[src/rtl/decode_window_ctrl_pkg.sv]
// rtl/decode_window_ctrl_pkg.sv - byte-window constants and controller state encoding
package decode_window_ctrl_pkg;

  localparam int WIN   = 11;
  localparam int BUF   = 16;
  localparam int WIN_W = WIN * 8;
  localparam int BUF_W = BUF * 8;

  localparam logic [4:0] WIN_BYTES  = 5'd11;
  localparam logic [4:0] PUSH_LIMIT = 5'd12;

  typedef enum logic [2:0] {
    ST_EMPTY = 3'd0,
    ST_FILL  = 3'd1,
    ST_READY = 3'd2,
    ST_DRAIN = 3'd3,
    ST_ERROR = 3'd4
  } state_t;

  // Steady-state classification of a live (non-draining) buffer by its byte count.
  function automatic state_t fill_state(input logic [4:0] c);
    if (c == 5'd0) begin
      return ST_EMPTY;
    end else if (c < WIN_BYTES) begin
      return ST_FILL;
    end else begin
      return ST_READY;
    end
  endfunction

endpackage

[src/rtl/decode_window_ctrl_shifter.sv]
// rtl/decode_window_ctrl_shifter.sv - combined consume-shift and fetch-append byte datapath
module decode_byte_shifter
  import decode_window_ctrl_pkg::*;
(
  input  logic [BUF_W-1:0] buf_i,
  input  logic [4:0]       cnt_i,
  input  logic [3:0]       shift_len_i,
  input  logic             push_i,
  input  logic [31:0]      push_data_i,
  output logic [BUF_W-1:0] buf_o,
  output logic [4:0]       cnt_o
);

  logic [BUF_W-1:0] shifted;
  logic [BUF_W-1:0] inserted;
  logic [4:0]       base;

  // Zeros shift in from the top, so bytes above the count stay 0 and the append can OR in.
  assign shifted  = buf_i >> {shift_len_i, 3'b000};
  assign base     = cnt_i - {1'b0, shift_len_i};
  assign inserted = {{(BUF_W-32){1'b0}}, push_data_i} << {base, 3'b000};

  assign buf_o = push_i ? (shifted | inserted) : shifted;
  assign cnt_o = push_i ? (base + 5'd4) : base;

endmodule

[src/rtl/decode_window_ctrl.sv]
// rtl/decode_window_ctrl.sv - fetch-word to decode-window byte buffer controller
module decode_window_ctrl
  import decode_window_ctrl_pkg::*;
(
  input  logic        clk,
  input  logic        rst_n,
  input  logic        in_valid,
  output logic        in_ready,
  input  logic [31:0] in_data,
  input  logic        in_last,
  input  logic        flush,
  output logic        win_valid,
  output logic [87:0] win_bytes,
  input  logic        win_ready,
  input  logic [3:0]  win_len,
  output logic        done,
  output logic        err,
  output logic [15:0] instr_count
);

  logic [BUF_W-1:0] buf_q, buf_d, shift_buf;
  logic [4:0]       cnt_q, cnt_d, shift_cnt;
  state_t           state_q, state_d;
  logic             err_q, err_d;
  logic             done_q, done_d;
  logic [15:0]      instr_q, instr_d;

  logic push, consume, len_ok, consume_ok, len_err;
  logic [3:0] shift_len;

  assign in_ready = ((state_q == ST_EMPTY) || (state_q == ST_FILL) || (state_q == ST_READY))
                    && (cnt_q <= PUSH_LIMIT);
  assign win_valid = (state_q != ST_ERROR)
                     && ((cnt_q >= WIN_BYTES) || ((state_q == ST_DRAIN) && (cnt_q != 5'd0)));

  assign push       = in_valid && in_ready;
  assign consume    = win_valid && win_ready;
  assign len_ok     = (win_len != 4'd0) && ({1'b0, win_len} <= WIN_BYTES)
                      && ({1'b0, win_len} <= cnt_q);
  assign consume_ok = consume && len_ok;
  assign len_err    = consume && !len_ok;
  assign shift_len  = consume_ok ? win_len : 4'd0;

  decode_byte_shifter u_shifter (
    .buf_i       (buf_q),
    .cnt_i       (cnt_q),
    .shift_len_i (shift_len),
    .push_i      (push),
    .push_data_i (in_data),
    .buf_o       (shift_buf),
    .cnt_o       (shift_cnt)
  );

  always_comb begin
    buf_d   = shift_buf;
    cnt_d   = shift_cnt;
    state_d = state_q;
    err_d   = err_q;
    done_d  = 1'b0;
    instr_d = consume_ok ? (instr_q + 16'd1) : instr_q;

    if (flush) begin
      buf_d   = '0;
      cnt_d   = 5'd0;
      state_d = ST_EMPTY;
      err_d   = 1'b0;
      instr_d = 16'd0;
    end else if (len_err) begin
      buf_d   = '0;
      cnt_d   = 5'd0;
      state_d = ST_ERROR;
      err_d   = 1'b1;
      instr_d = instr_q;
    end else begin
      case (state_q)
        ST_ERROR: state_d = ST_ERROR;
        ST_DRAIN: begin
          if (shift_cnt == 5'd0) begin
            state_d = ST_EMPTY;
            done_d  = 1'b1;
          end
        end
        default: begin
          if (push && in_last) begin
            state_d = ST_DRAIN;
          end else begin
            state_d = fill_state(shift_cnt);
          end
        end
      endcase
    end
  end

  always_ff @(posedge clk or negedge rst_n) begin
    if (!rst_n) begin
      buf_q   <= '0;
      cnt_q   <= 5'd0;
      state_q <= ST_EMPTY;
      err_q   <= 1'b0;
      done_q  <= 1'b0;
      instr_q <= 16'd0;
    end else begin
      buf_q   <= buf_d;
      cnt_q   <= cnt_d;
      state_q <= state_d;
      err_q   <= err_d;
      done_q  <= done_d;
      instr_q <= instr_d;
    end
  end

  assign win_bytes   = buf_q[WIN_W-1:0];
  assign done        = done_q;
  assign err         = err_q;
  assign instr_count = instr_q;

endmodule

[config.mk]
export PLATFORM = sky130hd
export DESIGN_NAME = decode_window_ctrl
export DESIGN_NICKNAME = d
export VERILOG_FILES = /design/src/rtl/decode_window_ctrl_pkg.sv /design/src/rtl/decode_window_ctrl_shifter.sv /design/src/rtl/decode_window_ctrl.sv
export SDC_FILE = /design/constraint.sdc
export NUM_CORES = 1
export LEC_CHECK = 0
export BUFFER_PORTS_ARGS = -buffer_cell sky130_fd_sc_hd__buf_2
export CAP_MARGIN = 0
export CORE_ASPECT_RATIO = 1.4
export CORE_MARGIN = 2
export CORE_UTILIZATION = 29
export CTS_BUF_LIST = sky130_fd_sc_hd__clkbuf_8
export CTS_CLUSTER_SIZE = 24
export DETAILED_ROUTE_END_ITERATION = 7
export GPL_TIMING_DRIVEN = 0
export MAX_ROUTING_LAYER = met4
export PLACE_DENSITY = 0.55
export SLEW_MARGIN = 5
export SYNTH_ARGS = -nofsm -noshare
export SYNTH_HDL_FRONTEND = slang
export SYNTH_SLANG_ARGS = --single-unit
[constraint.sdc]
create_clock -name clk -period 9.7 [get_ports clk]
set_clock_uncertainty 0.2 [all_clocks]
set_input_delay 1.455 -clock clk [delete_from_list [all_inputs] [get_ports clk]]
set_output_delay 1.455 -clock clk [all_outputs]
set_load 0.005 [all_outputs]
==> metrics.cfg, run 1 <==
[global_routing]
grt_pass1_wl_um=122000
grt_max_degree=99
globalRouteTotalUtil=0.385
first_global_vias=15300
overflow=0
grt_antenna_before_repair=3

[logic_synthesis]
synth_top_cells_by_area=dfrtp_1 29%, mux2i_1 8.9%, nand2_1 7.2%
synth_fp_nets=1735
syn_area_um2=13100
synth_cells=1682
synth.yosys.seq_area_share=0.294
ys_async_sr_fraction=1.00
yosys_most_used_dff=dfrtp_1
synth_cell_types=75
synth_area_per_cell_um2=7.79
synth_common_cells=250 x nand2_1, 184 x nor2_1, 177 x a21oi_1
yosysMostFrequentCell=nand2_1
synthDominantAreaCellType=dfrtp_1
postSynthRegisterBits=154
synth_edf_count=0
yosys_warnings=0
synth_top_cell_area_share=0.294

[timing]
slew_headroom=0.0920
finalWorstPathRequiredPeriod_ps=7830
finalHoldViolCount=0
fin_worst_hold_slack_ps=300
timing.final.crit_share=0.808
finalSetupViolations=0
tightestPinTransition_ps=1360
pins_over_slew_limit=0
setup_total_negative_slack_ps=0
rsz0062_at_grt=no
clock.fmax_ghz=0.128

[pwr]
fin_total_pwr_uw=3510
sequential_share_of_power=0.275
share_clk_of_total_power=0.184
p_switching_uw=1820
combinationalPowerShare=0.541
pwr_density_cell_nw_per_um2=233
p_leak_uw=0.00696
internal_power_uw=1700
peakVddDrop_mv=0.177
netSwitchingFraction=0.517

[place]
dp.cells=2395
placement.io_buffers=148
dp_hpwl_um=67000
dpl_cell_area_um2=14600
place.gp.congestion=1.08

[finish]
finish.cell_count_without_fillers=2429
stdcell_area_um2=15100
layout-drive-gt1-share=0.195
net_total_in_the_final_layout=1903
area_delta_synth_final_pct=15.0

[drt]
dr.pass1.iters=8
wirelength_met1_um=34000
top_routing_layer_in_use=met4
totalWireLength_um=89400
drtIter0Drc=2365
vias=16000
route.detailed.vias_per_inst=6.57
met3WireLength_um=9510
wl_per_cell_um=36.8
drc=0
number_of_antenna_violating_nets_in_the_routed_design=0
routed-wl-met2_um=38100

[floorplanning]
die_h_um=256
design.portCount=150
floorplan.die_area_um2=46900
effective_utilization_at_floorplan=0.293
core_region_area_um2=44800
die_width_um=184
placement_rows=92

[clock_tree]
clockRootBuffer=clkbuf_8
cts_max_path_buffers=2
clkSlewWorstSetupHoldPaths_ps=100
cts_tree=done
post_cts.resized_instances=0
cts_htree_levels=4
ctsHoldBuffers=0
cts_setup_buffers=0
clk-insertion-delay-late_ps=550
cts.sink_count=154
cts_buffers=17

[critical_path]
worst-endpoint-required_ps=9870
critical-path-top-delay-family=buffers and inverters
crit_slowest_cell=nor4_2
cp_data_arrival_time_ps=8010
crit_path_max_incr_delay_ps=1000
timing.critical_path.mode_cell=clkbuf_1
critical_path.n_buffers_inverters=6
timing.critical_path.cells=buf_2 -> ha_1 -> and3_4 -> a21o_1 -> nor2_1 -> nor3_4 -> inv_2 -> buf_6 -> clkbuf_1 -> ha_1 -> xnor2_1 -> clkbuf_1 -> nand2_1 -> nor4_2 -> clkbuf_1 -> a211oi_1 -> a221oi_1
criticalPathCategory=in -> reg
worst_setup_path_end_kind=register
cp-start-kind=input port
timing.critical_path.fanout_max=10

[hold_path]
worst_hold_path_type=reg -> reg

[flow_run]
cap_violations=0

[status]
run_status=complete, no violations

path summary, 6_finish.rpt:
| kind | start | endpoint | slack (ps) | cells after the start |
|---|---|---|---|---|
| worst max-delay path | win_len[3] | buf_q[0] | 1870 | 17 |
| worst min-delay path | err | err | 300 | 2 |
| worst max register to register | cnt_q[3] | buf_q[0] | 2400 | 17 |
| worst min register to register | err | err | 300 | 2 |
| max in group asynchronous | rst_n | buf_q[58] | 7650 | 2 |
| min in group asynchronous | rst_n | instr_count[2] | 630 | 1 |
worst min-delay path, stage by stage (launching register included):
cell and delay (ps):
dfrtp_1 350, a21oi_1 40, nor2_1 80
layout make-up:
type / instances / area (µm²)
clock buffers: 18 / 248
plain buffers: 218 / 1250
flip-flops and latches: 154 / 3850
fillers: 4797 / 29700
well taps: 564 / 706
inverters: 24 / 92.6
diodes: 4 / 10.0
repair buffers: 149 / 778
clock inverters: 12 / 221
multi-input cells: 1286 / 7920
kinds of logic (layout without fill, tap and decap cells):
group,after synthesis,after routing,share of synthesized area
other,0,4,0
AO/OA/AOI/OAI,570,570,0.296
adder cells (fa/ha/maj),11,11,0.0111
AND/OR/NAND/NOR,550,550,0.178
XOR/XNOR,19,19,0.0133
buffers and inverters,242,421,0.102
flip-flops,154,154,0.294
multiplexers,136,136,0.106
state kept, by name, indices dropped and copies added (netlist names):
signal       count
buf_q          128
done             1
cnt_q            5
err              1
state_q          3
instr_count     16
cell usage in the layout (no fill, tap or decap), types with 59 or more instances in the layout:
master    count
nand2_1     250
nor2_1      184
buf_2       182
a21oi_1     177
dfrtp_1     154
mux2i_1     117
buf_4        93
o22ai_1      80
clkbuf_1     72
a22oi_1      59
per-stage QoR:
| step | util | worst slack [ps] |
|---|---|---|
| 2_1_floorplan | - | 3960 |
| 3_3_place_gp | 0.325 | 1320 |
| 3_5_place_dp | 0.326 | 1700 |
| 4_1_cts | 0.337 | 2220 |
| 5_1_grt | 0.337 | 1740 |
| 6_report | 0.337 | 1870 |
power groups by stage:
| stage | logic (µW) | clock network (µW) | registers, µW |
|---|---|---|---|
| final | 1900 | 647 | 967 |
| after global routing | 1960 | 665 | 973 |
| after CTS | 1820 | 641 | 955 |
| after detailed placement | 1810 | 0 | 968 |
| after global placement | 1810 | 0 | 969 |
| after floorplan | 1070 | 0 | 866 |
metal layers:
layer	vias up	GRT usage
met1	7735	0.466
li1	6507	-
met2	1326	0.556
met3	399	0.0970
met4	0	0.268
met5	-	-
Note: power is estimated with default switching activity, not from simulation.
==> run 2: changes to the inputs <==
PLACE_DENSITY = 0.57   (was 0.55)
clock period = 7.07 ns   (was 9.7 ns; I/O delays follow)
==> metrics.cfg, run 2 (synthesized netlist as in run 1, its figures left out) <==
[finish]
multi_input_area_um2=7930  ; about the same
layout.area.seq_um2=3850  ; unchanged
largest_register_ff_count=128  ; unchanged
commonest_non_fill_non_tap_cell_in_the_layout=nand2_1
fillers=4884  ; +1.8%
layout-drive-gt1-share=0.199  ; +0.00398
area_delta_synth_final_pct=14.6
layout_common_cells=250 x nand2_1, 184 x nor2_1, 182 x buf_2
stdcell_area_um2=15000  ; -0.34%
top_reg_by_flops=buf_q
net_total_in_the_final_layout=1904  ; +0.053%

[drt]
dr.pass1.iters=8  ; unchanged
route.detailed.vias_per_inst=6.59  ; +0.24%
number_of_antenna_violating_nets_in_the_routed_design=0  ; unchanged
vias=16000  ; +0.32%
drc=0  ; unchanged
drtIter0Drc=2423  ; +2.5%
wl_per_cell_um=37.6  ; +2.2%
totalWireLength_um=91400  ; +2.3%

[global_routing]
first_global_vias=15600  ; +2.1%
grt_pass1_wl_um=124000  ; +2.0%
grt_antenna_before_repair=4  ; +1
overflow=0  ; unchanged
globalRouteTotalUtil=0.393  ; +0.00824
grt_max_degree=86  ; -13%

[critical_path]
r2r-start=cnt_q[3]
critical-path-top-delay-family=buffers and inverters
crit_path_max_incr_delay_ps=730  ; -270 ps
worst-r2r-cell-count=20  ; +3
critical_path.n_buffers_inverters=6  ; unchanged
cp_data_arrival_time_ps=7150  ; -860 ps
timing.critical_path.cells=buf_2 -> ha_1 -> and3_4 -> a221o_1 -> a21boi_1 -> nand3_2 -> clkinv_1 -> buf_2 -> ha_1 -> inv_1 -> fa_1 -> xnor2_1 -> clkbuf_1 -> nand2_1 -> nor3_1 -> clkbuf_1 -> nand2_1 -> o221ai_1 -> a31oi_1 -> a21oi_1
timing.reg2reg.setup_slack_ps=290  ; -2110 ps
reg2reg_to=buf_q[20]
crit_slowest_cell=nor3_1
timing.critical_path.fanout_max=10  ; unchanged
timing.critical_path.depth=20  ; +3
worst_setup_path_end_kind=register
worst-endpoint-required_ps=7320  ; -2550 ps
criticalPathCategory=in -> reg
cp-start-kind=input port

[floorplanning]
placement_rows=92  ; unchanged
floorplan.die_area_um2=46900  ; unchanged
die_h_um=256  ; unchanged
effective_utilization_at_floorplan=0.293  ; unchanged
die_width_um=184  ; unchanged
design.portCount=150  ; unchanged
core_region_area_um2=44800  ; unchanged

[status]
run_status=finished with violations
violated_checks=max-capacitance violations, max-slew violations

[pwr]
pwr_density_cell_nw_per_um2=315  ; +35%
p_leak_uw=0.00694  ; -0.37%
peakVddDrop_mv=0.214  ; +21%
fin_total_pwr_uw=4730  ; +35%

[timing]
clock.fmax_ghz=0.145
slew_headroom=-0.0165  ; -0.109
finalWorstSetupSlack_ps=168  ; -1700 ps
timing.final.crit_share=0.976
tightestPinTransition_ps=1510  ; +151 ps
finalSetupViolations=0  ; unchanged
rsz0062_at_grt=no
pins_over_slew_limit=9  ; +9
finalHoldViolCount=0  ; unchanged
finalWorstPathRequiredPeriod_ps=6900

[clock_tree]
clkSlewWorstSetupHoldPaths_ps=120  ; +20 ps
clk-insertion-delay-late_ps=560  ; about the same
cts_htree_levels=4  ; unchanged
cts.sink_count=154  ; unchanged
cts_max_path_buffers=2  ; unchanged
cts_setup_buffers=0  ; unchanged
cts_buffers=17  ; unchanged
cts_tree=done
clockRootBuffer=clkbuf_8

[place]
placement.io_buffers=148  ; unchanged
dpl_cell_area_um2=14600  ; about the same
placement.setup.worst_slack_ps=-232  ; -1940 ps
dp_hpwl_um=68500  ; +2.2%
place.gp.congestion=1.07  ; -0.60%

[hold_path]
worst_hold_path_type=in -> async

[flow_run]
cap_violations=1  ; +1

run 2: changes by cell type in the layout (fill, tap and decap cells not counted), sizes merged:
cell / previous run / this run
clkbuf: 90 / 89
buf: 295 / 296
inv: 27 / 31
clkinv: 2 / 7
bufinv: 6 / 0
diode: 4 / 3
run 2: per-layer routing:
metal  part of all wire  global-route usage
met1               0.38               0.468
met2               0.44               0.588
met3               0.10              0.0990
met4              0.079               0.253
met5                  0                   -
run 2: power by group:
group          switching, µW  internal (µW)
logic                   1790            839
registers                294           1030
clock network            506            270
total                   2590           2140
run 2: timing repair:
action	4_1_cts	5_1_grt
endpoints found under the hold margin	0	0
setup endpoints to repair	0	3
hold buffers	0	0
resized for setup	0	5
run 2: stage by stage:
step                      setup TNS [ps]  hold WS [ps]  utilization  instances
final                                  0           237        0.336       2431
after global routing                   0           296        0.336       2431
after CTS                              0           285        0.335       2428
after detailed placement           -1270           287        0.326       2396
after global placement             -6740           275        0.325       2394
after floorplan                        0           286            -       1682
run 2: area by class of cell:
class / count / area share
Tap cell: 564 / 0.0470
Timing Repair Buffer: 150 / 0.0523
Sequential cell: 154 / 0.256
Inverter: 24 / 0.00616
Antenna cell: 3 / 0.000500
Clock buffer: 17 / 0.0156
Clock inverter: 15 / 0.0113
Multi-Input combinational cell: 1286 / 0.528
Buffer: 218 / 0.0832
run 2: worst max path at each step:
stage	to	slack [ps]	startpoint
final	buf_q[20]	170	win_len[3]
after global routing	buf_q[7]	4	win_len[3]
after CTS	buf_q[38]	320	win_len[3]
after floorplan	state_q[0]	1720	win_len[3]
after detailed placement	buf_q[38]	-230	win_len[3]
after global placement	buf_q[7]	-910	win_len[3]
